==> src/rtl/usb_tx_pkg.sv <==
// Shared types and constants for the USB transmit line driver.
// Line levels are packed as {dplus, dminus}.
package usb_tx_pkg;

    typedef enum logic [1:0] {
        IDLE    = 2'd0,
        SEND    = 2'd1,
        EOP_SE0 = 2'd2,
        EOP_J   = 2'd3
    } tx_state_t;

    localparam logic [1:0] LINE_J   = 2'b10;
    localparam logic [1:0] LINE_K   = 2'b01;
    localparam logic [1:0] LINE_SE0 = 2'b00;

    localparam int DEF_EOP_SE0_BITS = 2;
    localparam int DEF_MAX_ONES     = 6;

endpackage

==> src/rtl/usb_nrzi_cell.sv <==
// Registered NRZI level (1 = J, 0 = K) with enable and synchronous preset to J.
// level_nxt is exposed so the parent can register the line in the same edge.
module usb_nrzi_cell (
    input  logic clk,
    input  logic rst,
    input  logic en,
    input  logic preset,
    input  logic data,
    output logic level,
    output logic level_nxt
);

    always_comb begin
        level_nxt = level;
        if (preset)
            level_nxt = 1'b1;
        else if (en && !data)
            level_nxt = ~level;
    end

    always_ff @(posedge clk or negedge rst) begin
        if (!rst)
            level <= 1'b1;
        else
            level <= level_nxt;
    end

endmodule

==> src/rtl/usb_tx_line_driver.sv <==
// USB full-speed transmit line driver: NRZI encoding, EOP generation,
// idle-J holding and bit-stuffing violation detection.
module usb_tx_line_driver
    import usb_tx_pkg::*;
#(
    parameter int EOP_SE0_BITS = DEF_EOP_SE0_BITS,
    parameter int MAX_ONES     = DEF_MAX_ONES
) (
    input  logic clk,
    input  logic rst,
    input  logic shift_enable,
    input  logic tx_active,
    input  logic data_in,
    output logic dplus,
    output logic dminus,
    output logic tx_busy,
    output logic eop_done,
    output logic stuff_err
);

    function automatic logic [2:0] sat_inc(input logic [2:0] v);
        return (v == 3'd7) ? v : v + 3'd1;
    endfunction

    tx_state_t  state, state_nxt;
    logic [2:0] se0_cnt, se0_nxt;
    logic [2:0] ones_cnt, ones_nxt, ones_base;
    logic [1:0] line_q, line_nxt;
    logic       enc, eop_nxt, stuff_nxt;
    logic       level, level_nxt, preset;

    assign preset = (state == EOP_SE0) || (state == EOP_J);

    usb_nrzi_cell u_nrzi (
        .clk       (clk),
        .rst       (rst),
        .en        (enc),
        .preset    (preset),
        .data      (data_in),
        .level     (level),
        .level_nxt (level_nxt)
    );

    always_comb begin
        state_nxt = state;
        se0_nxt   = se0_cnt;
        ones_nxt  = ones_cnt;
        ones_base = ones_cnt;
        enc       = 1'b0;
        eop_nxt   = 1'b0;
        stuff_nxt = 1'b0;
        line_nxt  = LINE_J;

        if (shift_enable) begin
            case (state)
                IDLE: begin
                    if (tx_active) begin
                        state_nxt = SEND;
                        enc       = 1'b1;
                    end
                end
                SEND: begin
                    // A strobe with tx_active low is the first SE0 bit time, never a data bit
                    if (tx_active) begin
                        enc = 1'b1;
                    end else begin
                        state_nxt = EOP_SE0;
                        se0_nxt   = 3'd1;
                    end
                end
                EOP_SE0: begin
                    if (se0_cnt == 3'(EOP_SE0_BITS))
                        state_nxt = EOP_J;
                    else
                        se0_nxt = se0_cnt + 3'd1;
                end
                EOP_J: begin
                    state_nxt = IDLE;
                    eop_nxt   = 1'b1;
                end
                default: state_nxt = IDLE;
            endcase
        end

        // Run length restarts with each packet; the first bit of a packet counts
        if (enc) begin
            ones_base = (state == IDLE) ? 3'd0 : ones_cnt;
            if (!data_in) begin
                ones_nxt = 3'd0;
            end else begin
                ones_nxt  = sat_inc(ones_base);
                stuff_nxt = (ones_base == 3'(MAX_ONES));
            end
        end

        case (state_nxt)
            SEND:    line_nxt = level_nxt ? LINE_J : LINE_K;
            EOP_SE0: line_nxt = LINE_SE0;
            default: line_nxt = LINE_J;
        endcase
    end

    always_ff @(posedge clk or negedge rst) begin
        if (!rst) begin
            state     <= IDLE;
            se0_cnt   <= 3'd0;
            ones_cnt  <= 3'd0;
            line_q    <= LINE_J;
            tx_busy   <= 1'b0;
            eop_done  <= 1'b0;
            stuff_err <= 1'b0;
        end else begin
            state     <= state_nxt;
            se0_cnt   <= se0_nxt;
            ones_cnt  <= ones_nxt;
            line_q    <= line_nxt;
            tx_busy   <= (state_nxt != IDLE);
            eop_done  <= eop_nxt;
            stuff_err <= stuff_nxt;
        end
    end

    assign dplus  = line_q[1];
    assign dminus = line_q[0];

endmodule

==> config.mk <==
export PLATFORM = sky130hd
export DESIGN_NAME = usb_tx_line_driver
export DESIGN_NICKNAME = d
export VERILOG_FILES = /design/src/rtl/usb_tx_pkg.sv /design/src/rtl/usb_nrzi_cell.sv /design/src/rtl/usb_tx_line_driver.sv
export SDC_FILE = /design/constraint.sdc
export NUM_CORES = 1
export LEC_CHECK = 0
export ABC_AREA = 1
export ABC_CLOCK_PERIOD_IN_PS = 1900
export CAP_MARGIN = 30
export CORE_MARGIN = 5
export CORE_UTILIZATION = 44
export CTS_CLUSTER_DIAMETER = 40
export DETAILED_ROUTE_END_ITERATION = 8
export PLACE_DENSITY = 0.72
export SYNTH_ARGS = -nofsm -noshare
export SYNTH_HDL_FRONTEND = slang
export SYNTH_HIERARCHICAL = 1
export SYNTH_SLANG_ARGS = --single-unit
==> constraint.sdc <==
create_clock -name clk -period 1.9 [get_ports clk]
set_clock_uncertainty 0.15 [all_clocks]
set_input_delay 0.19 -clock clk [delete_from_list [all_inputs] [get_ports clk]]
set_output_delay 0.19 -clock clk [all_outputs]
set_load 0.005 [all_outputs]
==> flow_summary.ini, run 1 <==
[detailed_routing]
drc = 0
detailroute.via_count = 613
postRouteWirelength_mm = 1.299
route.detailed.wl_per_inst_um = 9.992
first_iter_violations = 20
viasPerCell = 4.715
first_drt_pass_iteration_count = 4
antenna_violating_nets_post_route = 0

[power]
total_power_w = 0.0008326
power_density_nw_per_um2 = 935.9
peakVddDrop_mv = 0.7045
total_leakage_power_nw = 0.4882

[placement]
numPortBuffers = 9
place_area_um2 = 867.1
routabilityCongestion = 0.7333
placement.setup.worst_slack_ns = 0.2008
hpwlAfterDp_mm = 1.072

[sta]
setup_ws_ns = 0.2075
timing.final.setup_violations = 0
achievable-frequency_mhz = 590.8
fin_setup_tns_ns = 0
max_slew.worst_pin.slew_ns = 0.6121
final_period_minus_worst_setup_slack_ns = 1.692
period_share = 0.8908
grt_setup_unrepaired = no
worst_slew_margin_rel = 0.5906
report.final.slew_viol_count = 0
finalHoldViolations = 0

[setup_path]
critical_path.startpoint_type = flip-flop
critPathRequiredTime_ns = 1.97
worstSetupEndpointType = flip-flop
critical_path.max_fanout = 7
crit_arrival_ns = 1.76
r2r_setup_slack_ns = 0.21
criticalPathCategory = reg2reg

[synthesis]
synthDominantCellAreaShare = 0.3954
syn_area_per_cell_um2 = 7.446
synthAdderAreaFrac = 0.06590
synth_nets = 111
synth-compound-area-share = 0.05437
yosys.cell_types.count = 17
synth.yosys.seq_area_share = 0.4646
synth_xor_xnor_area_share = 0.01153
synth_cells = 102
synth_enable_flop_cells = 0
synth.area.mux_share = 0
yosys.area.top_type = sky130_fd_sc_hd__dfrtp_1
synth_top_family_by_area = simple AND/OR/NAND/NOR gates
yosys_register_bits = 14
synthArstFlopShare = 1.000
post_synth_instance_area_um2 = 759.5
synthFlopType = sky130_fd_sc_hd__dfrtp_1
synth_top_cells_by_area = sky130_fd_sc_hd__dfrtp_1 (40%), sky130_fd_sc_hd__nand2_1 (16%), sky130_fd_sc_hd__inv_1 (7.9%), sky130_fd_sc_hd__dfstp_2 (6.9%), sky130_fd_sc_hd__nor2_1 (6.9%)
synthesis.yosys.warnings = 6
synth_simple_gate_area_frac = 0.3048

[grt]
globalRouteMet3Util = 0.05444
grt_pass1_vias = 539
gr-usage-met2 = 0.1716
grt_overflow = 0
globalRouteTotalUtil = 0.1091
grt_pass1_wl_mm = 2.145
antenna_violations_before_repair = 0
global_route.peak_usage_layer = met2
largest_net_degree_at_the_start_of_global_routing = 15
global_route.usage.met1 = 0.1387

[clocking]
number_of_hold_buffers_added_after_cts = 0
clkSlewWorstSetupHoldPaths_ns = 0.08
root_buffer = sky130_fd_sc_hd__clkbuf_4
total_clock_buffers_created_by_cts = 3
cts_num_sinks = 14
postCtsSetupRepairBufs = 0
postCtsResizedCells = 0
h_tree_level_count = 1
clock_latency_ns = 0.27
cts-root-to-sink-buffers = 2
cts_tree = done

[finish]
design_area_um2 = 889.6
fillCellCount = 161
layout.cells.most_common = sky130_fd_sc_hd__nand2_1
layout_common_cells = sky130_fd_sc_hd__nand2_1 (32), sky130_fd_sc_hd__inv_1 (16), sky130_fd_sc_hd__nor2_1 (14)
layout-drive-gt1-share = 0.09735
nets = 124
ant_diodes = 0
synthToLayoutAreaGrowth_pct = 17.13

[worst_hold_path]
hold_path_class = in2async

[die]
core_area_um2 = 1689
fp.dieW_um = 51.55
floorplan.initialDensity = 0.4496
die-height_um = 51.55
floorplan.io_pins = 10
design.die.area_um2 = 2657
rows = 15

[outcome]
status = completed

[job]
drv.max_cap_violation_count = 0
-- final cells by class --
| cell class | count | area, um^2 | area share |
|---|---|---|---|
| Clock buffer | 3 | 22.52 | 0.02532 |
| Inverter | 19 | 71.32 | 0.08017 |
| Multi-Input combinational cell | 68 | 331.6 | 0.3727 |
| Sequential cell | 14 | 352.8 | 0.3966 |
| Tap cell | 17 | 21.27 | 0.02391 |
| Timing Repair Buffer | 9 | 90.09 | 0.1013 |
-- per-stage QoR --
stage | utilization | hold slack [ns] | cells
6_report | 0.5267 | 0.1462 | 130
5_1_grt | 0.5267 | 0.1956 | 130
4_1_cts | 0.5267 | 0.1655 | 130
3_5_place_dp | 0.5133 | 0.3138 | 127
3_3_place_gp | 0.5133 | 0.3101 | 127
2_1_floorplan | - | -0.2556 | 102
-- cell families (layout without fill, tap and decap cells) --
kind of cell / Yosys count / after routing
buf+inv: 20 / 31
flops: 14 / 14
compound gates: 6 / 6
xor+xnor: 1 / 1
fa+ha+maj: 4 / 4
simple gates: 57 / 57
-- worst paths after layout --
path / start / endpoint / depth (start not counted)
max: state[1] / ones_cnt[0] / 9
min: rst / ones_cnt[1] / 1
min reg2reg: ones_cnt[0] / ones_cnt[0] / 2
max reg2reg: state[1] / ones_cnt[0] / 9
min in group clk: ones_cnt[0] / ones_cnt[0] / 2
max in group asynchronous: rst / se0_cnt[1] / 1
-- power breakdown --
| group | internal, W | total (W) | switching, W |
|---|---|---|---|
| sequential | 0.000370 | 0.000411 | 0.0000408 |
| combinational | 0.000112 | 0.000264 | 0.000152 |
| clock | 0.0000733 | 0.000157 | 0.0000840 |
| total | 0.000556 | 0.000833 | 0.000277 |
-- worst max-delay path, cell delays in order (launching register included) --
cell and delay [ns]:
sky130_fd_sc_hd__dfrtp_1 0.41, sky130_fd_sc_hd__inv_2 0.09, sky130_fd_sc_hd__nand2_1 0.11, sky130_fd_sc_hd__inv_1 0.06, sky130_fd_sc_hd__nor2_1 0.17, sky130_fd_sc_hd__ha_1 0.20
sky130_fd_sc_hd__nand3_1 0.12, sky130_fd_sc_hd__o21bai_1 0.21, sky130_fd_sc_hd__nand2_1 0.07, sky130_fd_sc_hd__nand2_1 0.06
-- per-layer routing --
metal	share of wire	wire length, um
met4	0	0
met1	0.47	616
met3	0.039	51
met2	0.48	630
met5	0	0
-- registers in the layout, indices dropped and copies added, names as in the netlist --
register and cells:
ones_cnt 3, se0_cnt 3, line_q 2, state 2, eop_done 1, stuff_err 1
tx_busy 1, u_nrzi/level 1
-- synthesized netlist by cell type (2+ instances only) --
| cell | number |
|---|---|
| sky130_fd_sc_hd__dfrtp_1 | 12 |
| sky130_fd_sc_hd__nand2_2 | 2 |
| sky130_fd_sc_hd__dfstp_2 | 2 |
| sky130_fd_sc_hd__inv_2 | 3 |
| sky130_fd_sc_hd__nor2_1 | 14 |
| sky130_fd_sc_hd__inv_1 | 16 |
| sky130_fd_sc_hd__o21ai_0 | 2 |
| sky130_fd_sc_hd__o21bai_1 | 2 |
| sky130_fd_sc_hd__nand2_1 | 32 |
| sky130_fd_sc_hd__nand3_1 | 7 |
| sky130_fd_sc_hd__ha_1 | 4 |
(Power assumes the default switching activity.)
==> inputs of run 2 (changes only) <==
- ABC_CLOCK_PERIOD_IN_PS: 1900 -> 1700
- DONT_BUFFER_PORTS: unset -> 1
- PLACE_DENSITY: 0.72 -> 0.65
- SLEW_MARGIN: unset -> 5
- clock period: 1.9 -> 1.7 ns (I/O delays scaled with it)
==> flow_summary.ini, run 2 (same netlist as run 1, synthesis figures left out) <==
[grt]
grt_pass1_wl_mm = 2.387
grt_overflow = 0
antenna_violations_before_repair = 0
largest_net_degree_at_the_start_of_global_routing = 15
grt_pass1_vias = 576
globalRouteTotalUtil = 0.1248

[detailed_routing]
postRouteWirelength_mm = 1.462
drc = 0
viasPerCell = 4.868
first_drt_pass_iteration_count = 3
detailroute.via_count = 628
antenna_violating_nets_post_route = 0
route.detailed.wl_per_inst_um = 11.33
first_iter_violations = 7

[finish]
synthToLayoutAreaGrowth_pct = 15.82
ant_diodes = 0
layout-drive-gt1-share = 0.1786
biggestRegsByFlops = ones_cnt: 3 flops, se0_cnt: 3 flops
fillCellCount = 155
layout.cells.most_common = sky130_fd_sc_hd__nand2_1
nets = 123
seq_area_um2 = 352.8
finalNonFillerCells = 129
layout_common_cells = sky130_fd_sc_hd__nand2_1 (31), sky130_fd_sc_hd__inv_1 (16), sky130_fd_sc_hd__nor2_1 (13)
multiInputGateArea_um2 = 344.1

[clocking]
cts_num_sinks = 14
total_clock_buffers_created_by_cts = 3
clkSlewWorstSetupHoldPaths_ns = 0.08
cts-root-to-sink-buffers = 2
root_buffer = sky130_fd_sc_hd__clkbuf_4
cts_tree = done
clock_latency_ns = 0.27
h_tree_level_count = 1

[die]
core_area_um2 = 1689
fp.dieW_um = 51.55
rows = 15
die-height_um = 51.55
floorplan.io_pins = 10
design.die.area_um2 = 2657
floorplan.initialDensity = 0.4496

[setup_path]
r2r_setup_slack_ns = 0.09
critPathRequiredTime_ns = 1.77
criticalPathCategory = reg2reg
critical_path.max_fanout = 4
crit_arrival_ns = 1.68
worstSetupEndpointType = flip-flop
critical_path.startpoint_type = flip-flop

[sta]
final_period_minus_worst_setup_slack_ns = 1.608
worst_slew_margin_rel = 0.5647
period_share = 0.9457
timing.final.setup_violations = 0
fin_setup_tns_ns = 0
report.final.slew_viol_count = 0
max_slew.worst_pin.slew_ns = 0.6509
achievable-frequency_mhz = 622.0
finalHoldViolations = 0

[power]
total_leakage_power_nw = 0.4887
peakVddDrop_mv = 0.6799
power_density_nw_per_um2 = 1065

[outcome]
status = completed

[job]
drv.max_cap_violation_count = 0

[worst_hold_path]
hold_path_class = in2reg

[placement]
routabilityCongestion = 0.7845
placed_cells_incl_taps = 118
numPortBuffers = 0
hpwlAfterDp_mm = 1.013
-- run 2: area by class of cell --
| type | count | area share |
|---|---|---|
| Tap cell | 17 | 0.02418 |
| Timing Repair Buffer | 8 | 0.07681 |
| Multi-Input combinational cell | 68 | 0.3912 |
| Sequential cell | 14 | 0.4011 |
| Clock buffer | 3 | 0.02560 |
| Inverter | 19 | 0.08108 |
-- run 2: critical path: stages (launching register included) --
cell and delay, ns:
sky130_fd_sc_hd__dfrtp_1 0.41, sky130_fd_sc_hd__inv_2 0.08, sky130_fd_sc_hd__nand2_2 0.09, sky130_fd_sc_hd__inv_1 0.07, sky130_fd_sc_hd__nor2_2 0.14, sky130_fd_sc_hd__ha_2 0.20, sky130_fd_sc_hd__nand3_2 0.09, sky130_fd_sc_hd__o21bai_1 0.20
sky130_fd_sc_hd__nand2_1 0.08, sky130_fd_sc_hd__nand2_1 0.05
-- run 2: per-layer routing --
metal  routed length, um  part of all wire  up-vias  track usage
met3                  74             0.051        2      0.05731
met5                   0                 0        -            0
met2                 725              0.50       10       0.2013
li1                    -                 -      332            -
met1                 644              0.44      284       0.1473
met4                  18             0.012        0      0.03930
-- run 2: repair_timing --
item	4_1_cts	5_1_grt
setup endpoints to repair	0	2
hold endpoints to repair	21	0
resized for setup	0	4
hold buffers	3	0
setup buffers	0	5
-- run 2: final timing paths --
path | endpoint | start | depth (start not counted)
min in group asynchronous | stuff_err | rst | 1
setup reg to reg | ones_cnt[1] | state[1] | 9
hold reg to reg | ones_cnt[1] | ones_cnt[1] | 2
max in group asynchronous | tx_busy | rst | 1
hold / removal | se0_cnt[2] | shift_enable | 3
setup / recovery | ones_cnt[1] | state[1] | 9
-- run 2: where the power goes --
group          leakage [nW]  total (W)  switching (W)  internal, W
clock                0.0138   0.000179      0.0000966    0.0000820
combinational         0.298   0.000291       0.000174     0.000116
sequential            0.177   0.000467      0.0000528     0.000414
-- run 2: per-stage QoR --
step / cell area (um^2) / setup WS [ns] / util / hold slack [ns] / total power, W
detailed placement: 777.0 / 0.07272 / 0.4600 / -0.2751 / 0.0007098
CTS: 829.5 / 0.05360 / 0.4911 / 0.01013 / 0.0009083
finish: 879.6 / 0.09237 / 0.5207 / 0.01464 / 0.0009364
floorplan: 759.5 / 0.2469 / - / -0.2756 / 0.0006629
global placement: 777.0 / 0.1753 / 0.4600 / -0.2752 / 0.0007047
global route: 879.6 / -0.03366 / 0.5207 / 0.04763 / 0.001016
